<file path="src/rtl/handover_manager.sv">
// Handover decision manager: hysteresis + time-to-trigger filtering of mobile
// quality reports, serving-station switch, guard period and downlink blanking.
module handover_manager #(
  parameter int SQ_W   = 8,
  parameter int DATA_W = 4,
  parameter int HYST   = 10,
  parameter int TTT    = 4,
  parameter int GUARD  = 8
) (
  input  logic              clk,
  input  logic              reset,
  input  logic [1:0]        MD_DM_target,
  input  logic [SQ_W-1:0]   MD_DM_sq1,
  input  logic [SQ_W-1:0]   MD_DM_sq2,
  input  logic [SQ_W-1:0]   MD_DM_sq3,
  input  logic [DATA_W-1:0] data_in,
  input  logic              data_valid,
  output logic              compare_enable,
  output logic [DATA_W-1:0] DM_MD_data,
  output logic [1:0]        serving_bs,
  output logic              handover_pulse,
  output logic              ho_busy,
  output logic [7:0]        ho_count
);

  typedef enum logic [1:0] {
    S_MONITOR,
    S_CANDIDATE,
    S_HANDOVER,
    S_GUARD
  } state_t;

  localparam logic [SQ_W:0] HYST_V     = (SQ_W+1)'(HYST);
  localparam logic [7:0]    TTT_LAST   = 8'(TTT - 1);
  localparam logic [7:0]    GUARD_LAST = 8'(GUARD - 1);

  state_t            state, state_next;
  logic [1:0]        cand;
  logic [7:0]        ttt_cnt;
  logic [7:0]        guard_cnt;
  logic [SQ_W-1:0]   sq_tgt, sq_srv;
  logic              qualify;
  logic              cand_hold;

  always_comb begin
    sq_tgt = '0;
    case (MD_DM_target)
      2'd0:    sq_tgt = MD_DM_sq1;
      2'd1:    sq_tgt = MD_DM_sq2;
      2'd2:    sq_tgt = MD_DM_sq3;
      default: sq_tgt = '0;
    endcase
  end

  always_comb begin
    sq_srv = '0;
    case (serving_bs)
      2'd0:    sq_srv = MD_DM_sq1;
      2'd1:    sq_srv = MD_DM_sq2;
      2'd2:    sq_srv = MD_DM_sq3;
      default: sq_srv = '0;
    endcase
  end

  // Margin sum is one bit wider so a near-full-scale serving quality cannot wrap.
  always_comb begin
    qualify = (MD_DM_target != 2'd3) &&
              (MD_DM_target != serving_bs) &&
              ({1'b0, sq_tgt} >= ({1'b0, sq_srv} + HYST_V));
    cand_hold = (MD_DM_target == cand) && qualify;
  end

  always_ff @(posedge clk or negedge reset) begin
    if (!reset) state <= S_MONITOR;
    else        state <= state_next;
  end

  always_comb begin
    state_next     = state;
    compare_enable = 1'b0;
    handover_pulse = 1'b0;
    ho_busy        = 1'b0;
    case (state)
      S_MONITOR: begin
        compare_enable = 1'b1;
        if (qualify) state_next = S_CANDIDATE;
      end
      S_CANDIDATE: begin
        compare_enable = 1'b1;
        if (!cand_hold)                state_next = S_MONITOR;
        else if (ttt_cnt == TTT_LAST)  state_next = S_HANDOVER;
      end
      S_HANDOVER: begin
        handover_pulse = 1'b1;
        ho_busy        = 1'b1;
        state_next     = S_GUARD;
      end
      S_GUARD: begin
        ho_busy = 1'b1;
        if (guard_cnt == GUARD_LAST) state_next = S_MONITOR;
      end
      default: state_next = S_MONITOR;
    endcase
  end

  always_ff @(posedge clk or negedge reset) begin
    if (!reset) begin
      cand       <= '0;
      ttt_cnt    <= '0;
      guard_cnt  <= '0;
      serving_bs <= '0;
      ho_count   <= '0;
      DM_MD_data <= '0;
    end else begin
      case (state)
        S_MONITOR: begin
          if (qualify) begin
            cand    <= MD_DM_target;
            ttt_cnt <= 8'd1;
          end
          if (data_valid) DM_MD_data <= data_in;
        end
        S_CANDIDATE: begin
          if (cand_hold) ttt_cnt <= ttt_cnt + 8'd1;
          else           ttt_cnt <= '0;
          if (data_valid) DM_MD_data <= data_in;
        end
        S_HANDOVER: begin
          serving_bs <= cand;
          if (ho_count != '1) ho_count <= ho_count + 8'd1;
          guard_cnt  <= '0;
          DM_MD_data <= '0;
        end
        S_GUARD: begin
          guard_cnt  <= guard_cnt + 8'd1;
          DM_MD_data <= '0;
        end
        default: DM_MD_data <= '0;
      endcase
    end
  end

endmodule

</file>
<file path="config.mk">
export PLATFORM = sky130hd
export DESIGN_NAME = handover_manager
export DESIGN_NICKNAME = d
export VERILOG_FILES = /design/src/rtl/handover_manager.sv
export SDC_FILE = /design/constraint.sdc
export NUM_CORES = 1
export LEC_CHECK = 0
export CAP_MARGIN = 0
export CORE_MARGIN = 2
export CORE_UTILIZATION = 55
export DETAILED_ROUTE_END_ITERATION = 8
export GPL_ROUTABILITY_DRIVEN = 0
export PLACE_DENSITY = 0.86
export SYNTH_ARGS = -nofsm -noshare
export SYNTH_HDL_FRONTEND = slang
export SYNTH_SLANG_ARGS = --single-unit
</file>
<file path="constraint.sdc">
create_clock -name clk -period 8.04 [get_ports clk]
set_input_delay 1.206 -clock clk [delete_from_list [all_inputs] [get_ports clk]]
set_output_delay 1.206 -clock clk [all_outputs]
set_load 0.05 [all_outputs]
</file>
==> qor.csv, run 1 <==
metric;value;unit
synth_seq_cells;34;
ys_seq_area_share;36.7;%
clk_path_buf_depth;2;
syn_inst;252;
cts_buffers;5;
switching_power;0.142;mW
yosysUniqueCellTypes;43;
pwr-share-clk;31.3;%
power.total;0.483;mW
tightest_slew;0.783;ns
pre_cts_slack;3.38;ns
hold_viol;0;
critPathArrivalTime;4.51;ns
die_h;69.0;microns
crit_required;8.17;ns
wl;5060;microns
dp_hpwl;3750;microns
grt_antenna_before_repair;0;
start_util;57.6;%
fp.dieArea;0.00476;sq mm
cellLeakagePower;1.21;nW
p_int;0.340;mW
synth_edf_count;0;
switching_share;29.5;%
post-route-drc-count;0;
io_pins;50;
synth_area_leaders;dfrtp_1 (37%), mux2i_1 (9.5%), ha_1 (6.5%);
p_seq_share;41.3;%
grt_pass1_wl;8510;microns
core.rowCount;23;
port_buffers;49;
wl_per_cell;14.5;microns
die_w;69.0;microns
cts.sinks;34;
fin_crit_sh;54.5;%
grt_pass1_vias;1916;
final_core_util;72.8;%
clk_latency;0.28;ns
clock_skew;0.00671;ns
worstHoldPathCells;1;
yosys.area.top_type_share;36.7;%
r2r_cells;11;
pwr-share-comb;27.4;%
drive_gt1_share;6.04;%
dr.pass1.iters;4;
ctsHoldBuffers;0;
ir_worst_vdd;0.136;mV
diodes;0;
syn_area_per_cell;9.21;sq um
critPathLaunchType;primary input;
yosys.area.top_type;dfrtp_1;
setup_tns;0;ns
drtAntennaViolNets;0;
clk_pin_slew;0.07;ns
layout_min_cycle_time;4.38;ns
grt_max_degree;35;
netlist_area;0.00232;sq mm
crit_path_max_fanout;5;
critPathCaptureType;register;
powerDensity;165;mW/mm^2
syn_to_final_growth;26.4;%
drt_iter0_drc;146;
grt_overflow;0;
path_class;primary input to register;
nFillCells;305;
h-tree-depth;2;
ctsRootBufferMaster;clkbuf_8;
max_freq;228;MHz
num_vias;2019;
fin_nets;342;
min_path_type;register to register;
synth_flop_cell;dfrtp_1;
rsz0062_at_grt;false;
relSlewSlack;47.8;%
yosysWarnings;0;
async_reset_ff_share;100;%
placed_cells;340;
tritoncts;done;
finalWorstSetupSlack;3.66;ns
setup_viol;0;
grt_usage;23.8;%
cts_setup_buffers;0;
mappedNetlistNets;297;
status;finished clean;
cts_resized;0;
slew_viol_final;0;
cap_violations;0;
core_area;0.00403;sq mm
via_per_inst;5.80;
instances_no_fill;348;
[worst max-delay path: stages]
cell             delay, ns
clkdlybuf4s50_1       0.48
mux2i_1               0.08
o2bb2ai_1             0.34
ha_1                  0.27
o2111ai_1             0.15
xor2_1                0.17
ha_1                  0.30
nand3_1               0.12
o31a_1                0.34
a211o_1               0.33
o21ai_0               0.53
o221ai_1              0.22
[power groups by stage]
| stage | Combinational [mW] | Clock, mW | Sequential [mW] |
|---|---|---|---|
| after floorplan | 0.0803 | 0 | 0.208 |
| after global placement | 0.128 | 0 | 0.201 |
| after detailed placement | 0.132 | 0 | 0.202 |
| after CTS | 0.133 | 0.154 | 0.199 |
| after global routing | 0.146 | 0.163 | 0.201 |
| final | 0.132 | 0.151 | 0.199 |
[final timing paths]
kind	from	to	slack (ns)
max in group asynchronous	reset	ttt_cnt[0]	6.42
hold reg to reg	ho_count[6]	ho_count[6]	0.49
setup reg to reg	serving_bs[0]	ttt_cnt[6]	3.92
setup / recovery	MD_DM_sq3[1]	ttt_cnt[6]	3.66
min in group asynchronous	reset	DM_MD_data[0]	1.32
hold / removal	ho_count[6]	ho_count[6]	0.49
[layout by cell type, fill, tap and decap left out, types with 3 or more instances in the layout]
| master | netlist | final |
|---|---|---|
| clkdlybuf4s50_1 | 0 | 49 |
| dfrtp_1 | 34 | 34 |
| nand2_1 | 29 | 29 |
| mux2i_1 | 22 | 22 |
| o21ai_0 | 15 | 15 |
| nor2_1 | 15 | 15 |
| nand3_1 | 14 | 14 |
| inv_1 | 12 | 12 |
| ha_1 | 12 | 12 |
| xnor2_1 | 10 | 10 |
| o2bb2ai_1 | 8 | 8 |
| a21oi_1 | 8 | 8 |
| nand4_1 | 8 | 8 |
| xor2_1 | 6 | 6 |
| o211ai_1 | 5 | 5 |
| clkbuf_8 | 0 | 5 |
| and3_1 | 4 | 4 |
| o2bb2ai_2 | 3 | 3 |
| nor3_1 | 3 | 3 |
| a31oi_1 | 3 | 3 |
| nand3b_1 | 3 | 3 |
[synthesized netlist by cell type, types with 2 or more instances]
master and instances:
a211oi_1 2, a21oi_1 8, a31oi_1 3, and3_1 4, buf_2 5, clkbuf_1 6, dfrtp_1 34, ha_1 12
inv_1 12, mux2_4 2, mux2i_1 22, nand2_1 29, nand3_1 14, nand3b_1 3, nand4_1 8, nor2_1 15
nor2b_1 2, nor3_1 3, o211ai_1 5, o21ai_0 15, o221ai_1 2, o2bb2ai_1 8, o2bb2ai_2 3, o311ai_0 2
xnor2_1 10, xor2_1 6
[area by class of cell]
class | instances | area [sq um] | share of cell area (%)
Clock buffer | 7 | 76.3 | 2.60
Clock inverter | 1 | 30.0 | 1.02
Inverter | 12 | 45.0 | 1.54
Multi-Input combinational cell | 193 | 1360 | 46.5
Sequential cell | 34 | 851 | 29.0
Tap cell | 50 | 62.6 | 2.13
Timing Repair Buffer | 51 | 505 | 17.2
[state kept, by name, indices dropped and copies added (netlist names), named ones only]
name,cells
ho_count,8
state,1
DM_MD_data,4
ttt_cnt,8
cand,2
guard_cnt,8
serving_bs,2
[cell families after synthesis]
kind of cell	synth area share (%)
simple gates	17.8
compound gates	17.1
flops	36.7
buf+inv	4.64
mux	11.3
xor+xnor	6.04
fa+ha+maj	6.47
[stage by stage]
step / hold WS (ns) / instance area, sq um
final: 0.492 / 2930
after global routing: 0.534 / 2930
after CTS: 0.496 / 2930
after detailed placement: 0.484 / 2830
after global placement: 0.476 / 2830
after floorplan: 0.478 / 2320
[per-layer routing]
| layer | vias to the layer above | part of all wire [%] | track usage [%] |
|---|---|---|---|
| met3 | 9 | 3.7 | 5.03 |
| li1 | 1009 | - | - |
| met4 | 0 | 1.0 | 6.37 |
| met2 | 39 | 49 | 38.8 |
| met1 | 962 | 47 | 32.0 |
| met5 | - | 0 | 0 |
Power figures use the tool's default switching activity.
==> run 2: changes to the inputs <==
Settings changed: CORE_UTILIZATION 55 to 51, PLACE_DENSITY 0.86 to 0.8.
Clock period 8.04 ns to 4.55 ns, I/O delays scaled along.
==> run 2 against run 1 <==
Against the previous run:
- worst setup slack worse by 2.9 ns
- clock power is 37% higher
- global-route usage is 2.1 points lower
- final cell count is 1.1% higher
- total power is 65% higher
- die area is 7.4% higher
- first-iteration DRC count is 40% lower
- clock skew hardly changed
- design area hardly changed
- critical path type unchanged
- largest cell class unchanged
- highest routed layer unchanged
==> qor.csv, run 2 (same netlist as run 1, synthesis figures left out) <==
metric;value;unit;change
num_vias;2027;;+0.40%
critPathCaptureType;register;;
drtAntennaViolNets;0;;unchanged
pre_cts_slack;0.509;ns;-2.88 ns
rsz0062_at_grt;false;;
finalWorstSetupSlack;0.797;ns;-2.86 ns
ctsRootBufferMaster;clkbuf_8;;
p_int;0.543;mW;+59%
grt_pass1_vias;1978;;+3.2%
dr.pass1.iters;4;;unchanged
grt_antenna_before_repair;0;;unchanged
clk_pin_slew;0.07;ns;about the same
clk_path_buf_depth;2;;unchanged
io_pins;50;;unchanged
switching_power;0.253;mW;+78%
cts_buffers;5;;unchanged
grt_max_degree;35;;unchanged
pwr-share-comb;29.8;%;+2.4 points
powerDensity;272;mW/mm^2;+65%
fin_nets;345;;+0.88%
path_class;primary input to register;;
cts.sinks;34;;unchanged
layout_min_cycle_time;3.75;ns;
placed_cells;345;;+1.5%
syn_to_final_growth;26.3;%;about the same
die_w;71.5;microns;+3.6%
via_per_inst;5.76;;-0.74%
wl;5220;microns;+3.0%
wl_per_cell;14.8;microns;+1.9%
port_buffers;49;;unchanged
hold_viol;0;;unchanged
holdWs;0.497;ns;+0.00487 ns
die_h;71.5;microns;+3.6%
nFillCells;361;;+18%
layout_common_cells;clkdlybuf4s50_1 (49), dfrtp_1 (34), nand2_1 (29), mux2i_1 (22);;
cellLeakagePower;1.22;nW;+0.56%
worstHoldEndpoint;ho_count[4];;
final_core_util;66.8;%;-6.0 points
p_seq_share;44.2;%;+2.9 points
dp_hpwl;3860;microns;+3.0%
relSlewSlack;46.1;%;-1.7 points
tritoncts;done;;
clk_latency;0.28;ns;about the same
worstHoldPathCells;1;;unchanged
drt_iter0_drc;88;;-40%
crit_path_max_fanout;5;;unchanged
min_path_type;register to register;;
grt_overflow;0;;unchanged
r2r_cells;11;;unchanged
fp.dieArea;0.00511;sq mm;+7.4%
wl_met1;2490;microns;+5.9%
pwr-share-clk;26.0;%;-5.3 points
cap_violations;0;;unchanged
h-tree-depth;2;;unchanged
worstReg2RegEnd;ttt_cnt[6];;
cts_setup_buffers;0;;unchanged
fin_crit_sh;82.5;%;
crit_required;4.67;ns;-3.50 ns
diodes;0;;unchanged
met2_length;2520;microns;+1.9%
wl_met3;166;microns;-10%
setup_tns;0;ns;unchanged
slew_viol_final;0;;unchanged
critPathArrivalTime;3.88;ns;-0.63 ns
core.rowCount;24;;+4.3%
ir_worst_vdd;0.187;mV;+37%
r2r-start;serving_bs[0];;
status;finished clean;;
cts_resized;0;;unchanged
switching_share;31.8;%;+2.3 points
final_common_cell;clkdlybuf4s50_1;;
grt_usage;21.7;%;-2.1 points
hp-start;ho_count[4];;
max_freq;266;MHz;
ff2ff_setup_slack;0.87;ns;-3.05 ns
core_area;0.00438;sq mm;+8.8%
post-route-drc-count;0;;unchanged
critPathLaunchType;primary input;;
grt_pass1_wl;8910;microns;+4.6%
setup_viol;0;;unchanged
instances_no_fill;352;;+1.1%
highest_layer;met4;;
drive_gt1_share;7.33;%;+1.3 points
tightest_slew;0.809;ns;+0.0257 ns
clock_skew;0.00685;ns;+0.000142 ns
reg_top3;guard_cnt x8, ho_count x8, ttt_cnt x8;;
start_util;52.9;%;-4.7 points
ctsHoldBuffers;0;;unchanged
## run 2: worst max path at each step
stage | from | end | cells past startpoint
finish | MD_DM_sq3[1] | ttt_cnt[6] | 12
CTS | MD_DM_sq3[1] | ttt_cnt[6] | 12
global placement | MD_DM_sq3[1] | ttt_cnt[6] | 12
detailed placement | MD_DM_sq3[1] | ttt_cnt[6] | 12
global route | MD_DM_sq3[1] | ttt_cnt[6] | 12
floorplan | serving_bs[1] | ttt_cnt[6] | 12
## run 2: power by group through the flow
stage | Combinational (mW) | Clock, mW | Sequential (mW)
floorplan | 0.142 | 0 | 0.368
global placement | 0.231 | 0 | 0.356
detailed placement | 0.237 | 0 | 0.356
CTS | 0.238 | 0.213 | 0.351
global route | 0.261 | 0.225 | 0.355
finish | 0.237 | 0.207 | 0.352
## run 2: area by class of cell
type                       instances  area [sq um]  area share, %
multi-input combinational        193          1360           46.5
sequential                        34           851           29.0
clock inverter                     2          10.0          0.342
timing repair buffer              54           528           18.0
clock buffer                       5          68.8           2.35
tap                               52          65.1           2.22
inverter                          12          45.0           1.54
## run 2: per-layer routing
metal  up-vias  track usage, %
met3         5            3.52
li1       1018               -
met1       973            29.0
met2        31            37.1
met4         0            5.03
met5         -               0
## run 2: critical path, cell delays in order
cell	delay, ns
clkdlybuf4s50_1	0.47
mux2i_1	0.07
o2bb2ai_1	0.30
ha_1	0.26
o2111ai_1	0.15
xor2_1	0.17
ha_1	0.30
nand3_1	0.10
o31a_1	0.33
a211o_1	0.32
o21ai_0	0.49
o221ai_1	0.21
## run 2: per-stage QoR
stage               area [sq um]  total power, mW
floorplan                   2320            0.510
global placement            2850            0.587
detailed placement          2850            0.593
CTS                         2930            0.802
global route                2930            0.841
finish                      2930            0.796
